===== src/rtl/pc_unit.sv =====
// Program-counter stage: selects PC+4 / PC+imm / (rs1+imm)&~1, halts on a
// misaligned redirect target, and keeps retired/taken instruction counters.
module pc_unit #(
  parameter logic [31:0] RESET_PC = 32'h0000_0000,
  parameter int unsigned CNT_W    = 32
) (
  input  logic             clk,
  input  logic             rst,
  input  logic             Cnd,
  input  logic             Jal,
  input  logic             Jalr,
  input  logic [31:0]      imm,
  input  logic [31:0]      rs1_data,
  input  logic             stall,
  output logic [31:0]      pc,
  output logic [31:0]      pc_plus4,
  output logic             fetch_valid,
  output logic             halted,
  output logic [31:0]      trap_pc,
  output logic [31:0]      trap_target,
  output logic [CNT_W-1:0] retired_cnt,
  output logic [CNT_W-1:0] taken_cnt
);

  typedef enum logic [1:0] {BOOT, RUN, HALT} state_t;

  state_t           state_q;
  logic [31:0]      pc_q;
  logic             fetch_valid_q;
  logic             halted_q;
  logic [31:0]      trap_pc_q;
  logic [31:0]      trap_target_q;
  logic [CNT_W-1:0] retired_q;
  logic [CNT_W-1:0] taken_q;

  logic             redirect;
  logic             misalign;
  logic [31:0]      target_d;

  // Jalr outranks Jal, which outranks Cnd; Jal and Cnd share the PC-relative target.
  always_comb begin
    redirect = Jalr | Jal | Cnd;
    target_d = pc_q + 32'd4;
    if (Jalr)
      target_d = (rs1_data + imm) & 32'hFFFF_FFFE;
    else if (Jal || Cnd)
      target_d = pc_q + imm;
    misalign = redirect && (target_d[1:0] != 2'b00);
  end

  always_ff @(posedge clk) begin
    if (rst) begin
      state_q       <= BOOT;
      pc_q          <= RESET_PC;
      fetch_valid_q <= 1'b0;
      halted_q      <= 1'b0;
      trap_pc_q     <= '0;
      trap_target_q <= '0;
      retired_q     <= '0;
      taken_q       <= '0;
    end else begin
      case (state_q)
        BOOT: begin
          state_q       <= RUN;
          fetch_valid_q <= 1'b1;
        end
        RUN: begin
          if (!stall) begin
            if (misalign) begin
              state_q       <= HALT;
              fetch_valid_q <= 1'b0;
              halted_q      <= 1'b1;
              trap_pc_q     <= pc_q;
              trap_target_q <= target_d;
            end else begin
              pc_q      <= target_d;
              retired_q <= retired_q + CNT_W'(1);
              taken_q   <= taken_q + CNT_W'(redirect);
            end
          end
        end
        HALT: ;
        default: begin
          state_q       <= BOOT;
          fetch_valid_q <= 1'b0;
        end
      endcase
    end
  end

  assign pc          = pc_q;
  assign pc_plus4    = pc_q + 32'd4;
  assign fetch_valid = fetch_valid_q;
  assign halted      = halted_q;
  assign trap_pc     = trap_pc_q;
  assign trap_target = trap_target_q;
  assign retired_cnt = retired_q;
  assign taken_cnt   = taken_q;

endmodule

===== config.mk =====
export PLATFORM = sky130hd
export DESIGN_NAME = pc_unit
export DESIGN_NICKNAME = d
export VERILOG_FILES = /design/src/rtl/pc_unit.sv
export SDC_FILE = /design/constraint.sdc
export NUM_CORES = 1
export LEC_CHECK = 0
export BUFFER_PORTS_ARGS = -buffer_cell sky130_fd_sc_hd__buf_2
export CAP_MARGIN = 20
export CORE_MARGIN = 2
export CORE_UTILIZATION = 30
export DETAILED_ROUTE_END_ITERATION = 8
export MAX_ROUTING_LAYER = met4
export PLACE_DENSITY = 0.46
export SLEW_MARGIN = 15
export SYNTH_ARGS = -nofsm -noshare
export SYNTH_HDL_FRONTEND = slang
export SYNTH_SLANG_ARGS = --single-unit

===== constraint.sdc =====
create_clock -name clk -period 3.4 [get_ports clk]
set_clock_uncertainty 0.05 [all_clocks]
set_input_delay 0.34 -clock clk [delete_from_list [all_inputs] [get_ports clk]]
set_output_delay 0.34 -clock clk [all_outputs]
set_load 0.01 [all_outputs]

==> flow_metrics.py, run 1 <==
metrics = {
    "die": {
        "start_util_pct": 30.34,
        "die_h_um": 196.2,
        "core_mm2": 0.03652,
        "fp.dieW_um": 196.2,
        "dieArea_mm2": 0.03849,
        "io_pins": 264,
        "rows": 70,
    },
    "global_routing": {
        "grt_pass1_wl_mm": 68.60,
        "grt_pass1_vias": 11450,
        "grt_max_degree": 83,
        "grt_usage_pct": 24.07,
        "overflow": 0,
        "antenna_found_initial": 2,
    },
    "routing": {
        "drtIter0Drc": 686,
        "drc": 0,
        "wire_per_inst_um": 20.48,
        "vias": 11840,
        "viasPerCell": 5.308,
        "ant_nets": 0,
        "drt-total-wl_mm": 45.66,
        "first_pass_iters": 5,
    },
    "critical_path": {
        "startpoint_type": "register",
        "cp_slowest_stage_delay_ns": 0.53,
        "cp_top_family": "simple AND/OR/NAND/NOR gates",
        "rrSetupSlack_ns": 0.16,
        "path_max_fanout": 6,
        "cp.required_ns": 3.70,
        "worst-setup-path-type": "reg -> reg",
        "path_cells": "ha_1 > inv_1 > fa_1 > nand2b_1 > a2111oi_4 > nand4_1 > buf_4 > nor2_1 > nand2_1 > or3_1 > a21oi_1",
        "cp.buffers_inverters": 2,
        "crit_slowest_cell": "fa_1",
        "cp-end-kind": "register",
        "critical_path_arrival_ns": 3.54,
    },
    "outcome": {
        "status": "finished clean",
    },
    "finish": {
        "fill_cells": 3861,
        "final_cells": 2230,
        "seqCellArea_mm2": 0.003263,
        "multi_input_area_mm2": 0.007442,
        "nNetsFinal": 1885,
        "syn_to_final_growth_pct": 26.67,
        "drive_gt1_share_pct": 23.51,
    },
    "sta": {
        "rsz0062_at_grt": "false",
        "finalCriticalPeriod_ns": 3.236,
        "fmax_ghz": 0.3090,
        "relSlewSlack_pct": 52.76,
        "report.final.slew_viol_count": 0,
        "hold_viol": 0,
        "postLayoutSetupSlackWorst_ns": 0.1637,
        "worst_pin_slew_ns": 0.7087,
        "fin_hold_ws_ns": 0.3127,
        "finalCritPeriodShare_pct": 95.18,
        "tns_ns": 0,
        "finalSetupViolations": 0,
    },
    "clock_tree": {
        "htreeDepth": 4,
        "root_buffer": "clkbuf_16",
        "clkLatencyLatePin_ns": 0.43,
        "numCtsBuffers": 17,
        "hold_buffers": 0,
        "clock_path_buffers": 2,
        "cts_tree": "built",
        "path_clk_slew_ns": 0.07,
        "clock-sinks": 163,
        "post_cts_buffers": 0,
        "cts_resized": 0,
    },
    "power_and_ir_drop": {
        "powerDensity_mw_per_mm2": 390.5,
        "p_int_mw": 3.683,
        "total_power_mw": 5.481,
        "switching_share_pct": 32.80,
        "peakVddDrop_mv": 0.3638,
        "switchingPower_mw": 1.798,
        "power_frac_clock_pct": 36.7,
        "p_comb_share_pct": 26.5,
        "p_leak_nw": 6.230,
        "pwr-share-seq_pct": 36.8,
    },
    "logic_synthesis": {
        "synth_seq_cells": 163,
        "syn_area_mm2": 0.01108,
        "synth.largest_area_cell": "dfxtp_1",
        "async_flop_share_pct": 0,
        "ys_top_cells_by_count": "206 x nand2_1, 163 x dfxtp_1, 150 x nor2_1, 131 x a21oi_1",
        "ys.warnings.count": 0,
        "syn_inst": 1448,
        "ys_seq_area_share_pct": 29.45,
        "synth_cell_types": 76,
        "synth_nets": 1585,
        "ys.flop_type": "dfxtp_1",
        "synth_top_area_share_pct": 29.45,
        "synth-edff-count": 0,
        "yosysMostFrequentCell": "nand2_1",
        "avgSynthCellArea_um2": 7.652,
        "synth_area_leaders": "dfxtp_1 29%, ha_1 7.3%, nand2_1 7.0%",
    },
    "hold_path": {
        "hold_path.class": "in -> reg",
    },
    "placement": {
        "place_ws_ns": 0.07875,
        "dp.cells": 2197,
        "gp_congestion": 0.9259,
        "dp_hpwl_mm": 36.02,
        "io_buffers": 263,
    },
    "job": {
        "maxCapViolCount": 0,
    },
}
## final cells by class
type / count / share of cell area, %
Inverter: 31 / 0.8290
Antenna cell: 1 / 0.01783
Timing Repair Buffer: 353 / 14.39
Tap cell: 468 / 4.172
Multi-Input combinational cell: 1182 / 53.02
Sequential cell: 163 / 23.25
Clock buffer: 21 / 3.423
Clock inverter: 11 / 0.9003
## metrics by stage
step | util (%) | cell area [um2]
final | 38.43 | 14040
after global routing | 38.43 | 14040
after CTS | 38.42 | 14030
after detailed placement | 36.76 | 13430
after global placement | 36.76 | 13430
after floorplan | - | 11080
## logic make-up (layout without fill, tap and decap cells)
logic type | count (synthesis) | count (layout) | share of synthesized area [%]
simple gates | 601 | 601 | 26.07
mux | 13 | 13 | 1.208
buf+inv | 103 | 416 | 3.658
other cells | 0 | 1 | 0
flops | 163 | 163 | 29.45
fa+ha+maj | 67 | 67 | 7.701
compound gates | 388 | 388 | 22.98
xor+xnor | 113 | 113 | 8.932
## final timing paths
check / start / to / cells past startpoint
worst max register to register: pc[0]$_SDFFE_PP0P_ / retired_cnt[25]$_SDFFE_PP0P_ / 11
worst max-delay path: pc[0]$_SDFFE_PP0P_ / retired_cnt[25]$_SDFFE_PP0P_ / 11
worst min-delay path: rst / trap_pc[23]$_SDFFE_PP0P_ / 2
worst min register to register: trap_pc[24]$_SDFFE_PP0P_ / trap_pc[24]$_SDFFE_PP0P_ / 2
## power by group through the flow
stage,Sequential (mW),Combinational [mW],Clock [mW]
floorplan,2.09,0.812,0
global placement,2.06,1.45,0
detailed placement,2.06,1.44,0
CTS,2.02,1.45,2.05
global route,2.02,1.58,2.15
finish,2.02,1.45,2.01
## layer usage
| layer | GRT usage, % | routed length (um) | up-vias |
|---|---|---|---|
| li1 | - | - | 5806 |
| met1 | 29.73 | 19930 | 5636 |
| met2 | 39.66 | 21790 | 338 |
| met3 | 4.624 | 2557 | 56 |
| met4 | 7.576 | 1389 | 0 |
| met5 | - | 0 | - |
## cell usage in the layout, fill, tap and decap left out, types with 6 or more instances in the layout
cell and n:
a211oi_1 31, a21boi_0 6, a21o_1 25, a21oi_1 131, a311oi_1 6, a31oi_1 13
and2_1 9, and3_1 23, and4_1 13, buf_2 262, buf_4 89, clkbuf_16 17
dfxtp_1 163, ha_1 65, inv_1 31, mux2i_1 10, nand2_1 206, nand2b_1 14
nand3_1 52, nand3b_1 26, nand4_1 31, nor2_1 149, nor3_1 25, o211ai_1 13
o21a_1 16, o21ai_0 65, o21bai_1 9, o31ai_1 20, or3_1 20, xnor2_1 58
xor2_1 55
## flip-flops by register name, indices dropped and copies added (netlist names)
register     flops
trap_pc         32
state_q          2
taken_cnt       32
retired_cnt     32
halted           1
pc              32
trap_target     32
No activity file was read; power rests on OpenSTA's default activity.
==> inputs of run 2 (changes only) <==
--- a/config.mk
+++ b/config.mk
@@ -11,7 +11,7 @@
 export CORE_UTILIZATION = 30
 export DETAILED_ROUTE_END_ITERATION = 8
 export MAX_ROUTING_LAYER = met4
-export PLACE_DENSITY = 0.46
+export PLACE_DENSITY = 0.49
 export SLEW_MARGIN = 15
 export SYNTH_ARGS = -nofsm -noshare
 export SYNTH_HDL_FRONTEND = slang
==> run 2 against run 1 <==
  * Critical path depth down 5
  * Sequential power about the same
  * Die area is the same
  * Core utilization rose by 0.15 points
  * Via count up 0.17%
  * Final area grew 0.38%
==> flow_metrics.py, run 2 (synthesized netlist as in run 1, its figures left out) <==
metrics = {
    "global_routing": {
        "antenna_found_initial": 1,
        "grt_pass1_wl_mm": 67.41,
        "grt_pass1_vias": 11210,
        "grt_usage_pct": 23.64,
        "grt_max_degree": 91,
        "overflow": 0,
    },
    "sta": {
        "worst_pin_slew_ns": 0.6762,
        "relSlewSlack_pct": 54.92,
        "finalCritPeriodShare_pct": 94.45,
        "tns_ns": 0,
        "report.final.slew_viol_count": 0,
        "finalCriticalPeriod_ns": 3.211,
        "finalSetupViolations": 0,
        "rsz0062_at_grt": "false",
        "hold_viol": 0,
        "fmax_ghz": 0.3114,
    },
    "hold_path": {
        "holdPathStages": 2,
        "hp-start": "rst",
        "hold_path_end": "trap_pc[22]$_SDFFE_PP0P_",
        "hold_path.class": "in -> reg",
    },
    "clock_tree": {
        "post_cts_buffers": 0,
        "clock-sinks": 163,
        "numCtsBuffers": 17,
        "cts_tree": "built",
        "path_clk_slew_ns": 0.07,
        "root_buffer": "clkbuf_16",
        "clock_path_buffers": 2,
        "htreeDepth": 4,
        "clkLatencyLatePin_ns": 0.44,
    },
    "finish": {
        "syn_to_final_growth_pct": 27.16,
        "drive_gt1_share_pct": 23.62,
        "seqCellArea_mm2": 0.003263,
        "design_area_mm2": 0.01409,
        "multi_input_area_mm2": 0.007450,
        "fill_cells": 3916,
        "nNetsFinal": 1885,
        "final_common_cell": "buf_2",
        "final_cell_mix": "262 x buf_2, 206 x nand2_1, 163 x dfxtp_1, 149 x nor2_1, 131 x a21oi_1",
    },
    "critical_path": {
        "r2r-start": "pc[10]$_SDFFE_PP0P_",
        "startpoint_type": "register",
        "cp-end-kind": "output port",
        "path_cells": "and4_1 > nand4_1 > or3_1 > nor2_1 > xor2_1 > buf_2",
        "r2r_end": "pc[31]$_SDFFE_PP0P_",
        "critical_path_arrival_ns": 2.82,
        "cp_slowest_stage_delay_ns": 0.58,
        "cp.required_ns": 3.01,
        "rrSetupSlack_ns": 0.32,
        "worst-setup-path-type": "reg -> out",
        "crit_path_start": "pc[11]$_SDFFE_PP0P_",
        "path_max_fanout": 6,
        "crit_slowest_cell": "dfxtp_1",
        "cp.buffers_inverters": 1,
        "reg2reg_depth": 8,
        "cp_top_family": "simple AND/OR/NAND/NOR gates",
    },
    "placement": {
        "io_buffers": 263,
        "dp_hpwl_mm": 35.75,
        "gp_congestion": 0.9335,
        "postPlaceCellArea_mm2": 0.01344,
    },
    "die": {
        "rows": 70,
        "fp.dieW_um": 196.2,
        "io_pins": 264,
        "dieArea_mm2": 0.03849,
        "core_mm2": 0.03652,
        "start_util_pct": 30.34,
        "die_h_um": 196.2,
    },
    "power_and_ir_drop": {
        "peakVddDrop_mv": 0.3705,
        "switching_share_pct": 32.78,
        "p_leak_nw": 6.246,
        "p_int_mw": 3.771,
        "power_frac_clock_pct": 38.2,
        "switchingPower_mw": 1.839,
        "powerDensity_mw_per_mm2": 398.2,
        "pwr-share-seq_pct": 36.0,
        "p_comb_share_pct": 25.8,
    },
    "routing": {
        "highest_layer": "met4",
        "wl_met1_mm": 19.78,
        "wl_met3_mm": 2.533,
        "wire_per_inst_um": 20.14,
        "ant_nets": 0,
        "viasPerCell": 5.317,
        "first_pass_iters": 7,
        "wl_met2_mm": 20.92,
        "drc": 0,
        "drtIter0Drc": 630,
        "vias": 11860,
        "drt-total-wl_mm": 44.92,
    },
    "job": {
        "maxCapViolCount": 0,
    },
    "outcome": {
        "status": "finished clean",
    },
}
==> run 2: final cells by class <==
type | count | share of cell area, %
inverter | 31 | 0.8259
sequential | 163 | 23.16
clock inverter | 15 | 1.527
multi-input combinational | 1182 | 52.87
antenna | 1 | 0.01776
timing repair buffer | 353 | 14.42
clock buffer | 17 | 3.019
tap | 468 | 4.156
==> run 2: repair_timing <==
action / CTS / global route
resized for setup: 0 / 2
setup endpoints to repair: 0 / 9
endpoints found under the hold margin: 0 / 0
hold buffers: 0 / 0
==> run 2: how the worst max path moves through the flow <==
stage / end / depth (start not counted) / slack [ns]
2_1_floorplan: retired_cnt[29]$_SDFFE_PP0P_ / 11 / 0.38
3_3_place_gp: retired_cnt[29]$_SDFFE_PP0P_ / 12 / 0.07
3_5_place_dp: retired_cnt[29]$_SDFFE_PP0P_ / 12 / 0.06
4_1_cts: retired_cnt[29]$_SDFFE_PP0P_ / 11 / 0.15
5_1_grt: taken_cnt[23]$_SDFFE_PP0P_ / 8 / 0.07
6_report: pc_plus4[23] / 6 / 0.19
==> run 2: per-layer routing <==
layer,GRT usage [%],vias to the layer above
li1,-,5830
met1,29.13,5602
met2,37.99,354
met3,4.745,70
met4,9.315,0
met5,-,-
==> run 2: power groups by stage <==
| stage | combinational (mW) | clock, mW | sequential, mW |
|---|---|---|---|
| after CTS | 1.45 | 2.19 | 2.02 |
| after detailed placement | 1.44 | 0 | 2.06 |
| after global placement | 1.44 | 0 | 2.06 |
| final | 1.45 | 2.14 | 2.02 |
| after global routing | 1.58 | 2.28 | 2.02 |
| after floorplan | 0.812 | 0 | 2.09 |
==> run 2: metrics by stage <==
step	power, mW	setup slack [ns]	instances	utilization (%)	hold WS [ns]
3_5_place_dp	3.502	0.05914	2197	36.80	0.3951
6_report	5.611	0.1885	2230	38.58	0.2878
3_3_place_gp	3.499	0.07017	2197	36.80	0.3901
5_1_grt	5.876	0.06892	2230	38.58	0.2811
2_1_floorplan	2.905	0.3818	1448	-	0.4305
4_1_cts	5.659	0.1519	2229	38.55	0.2671
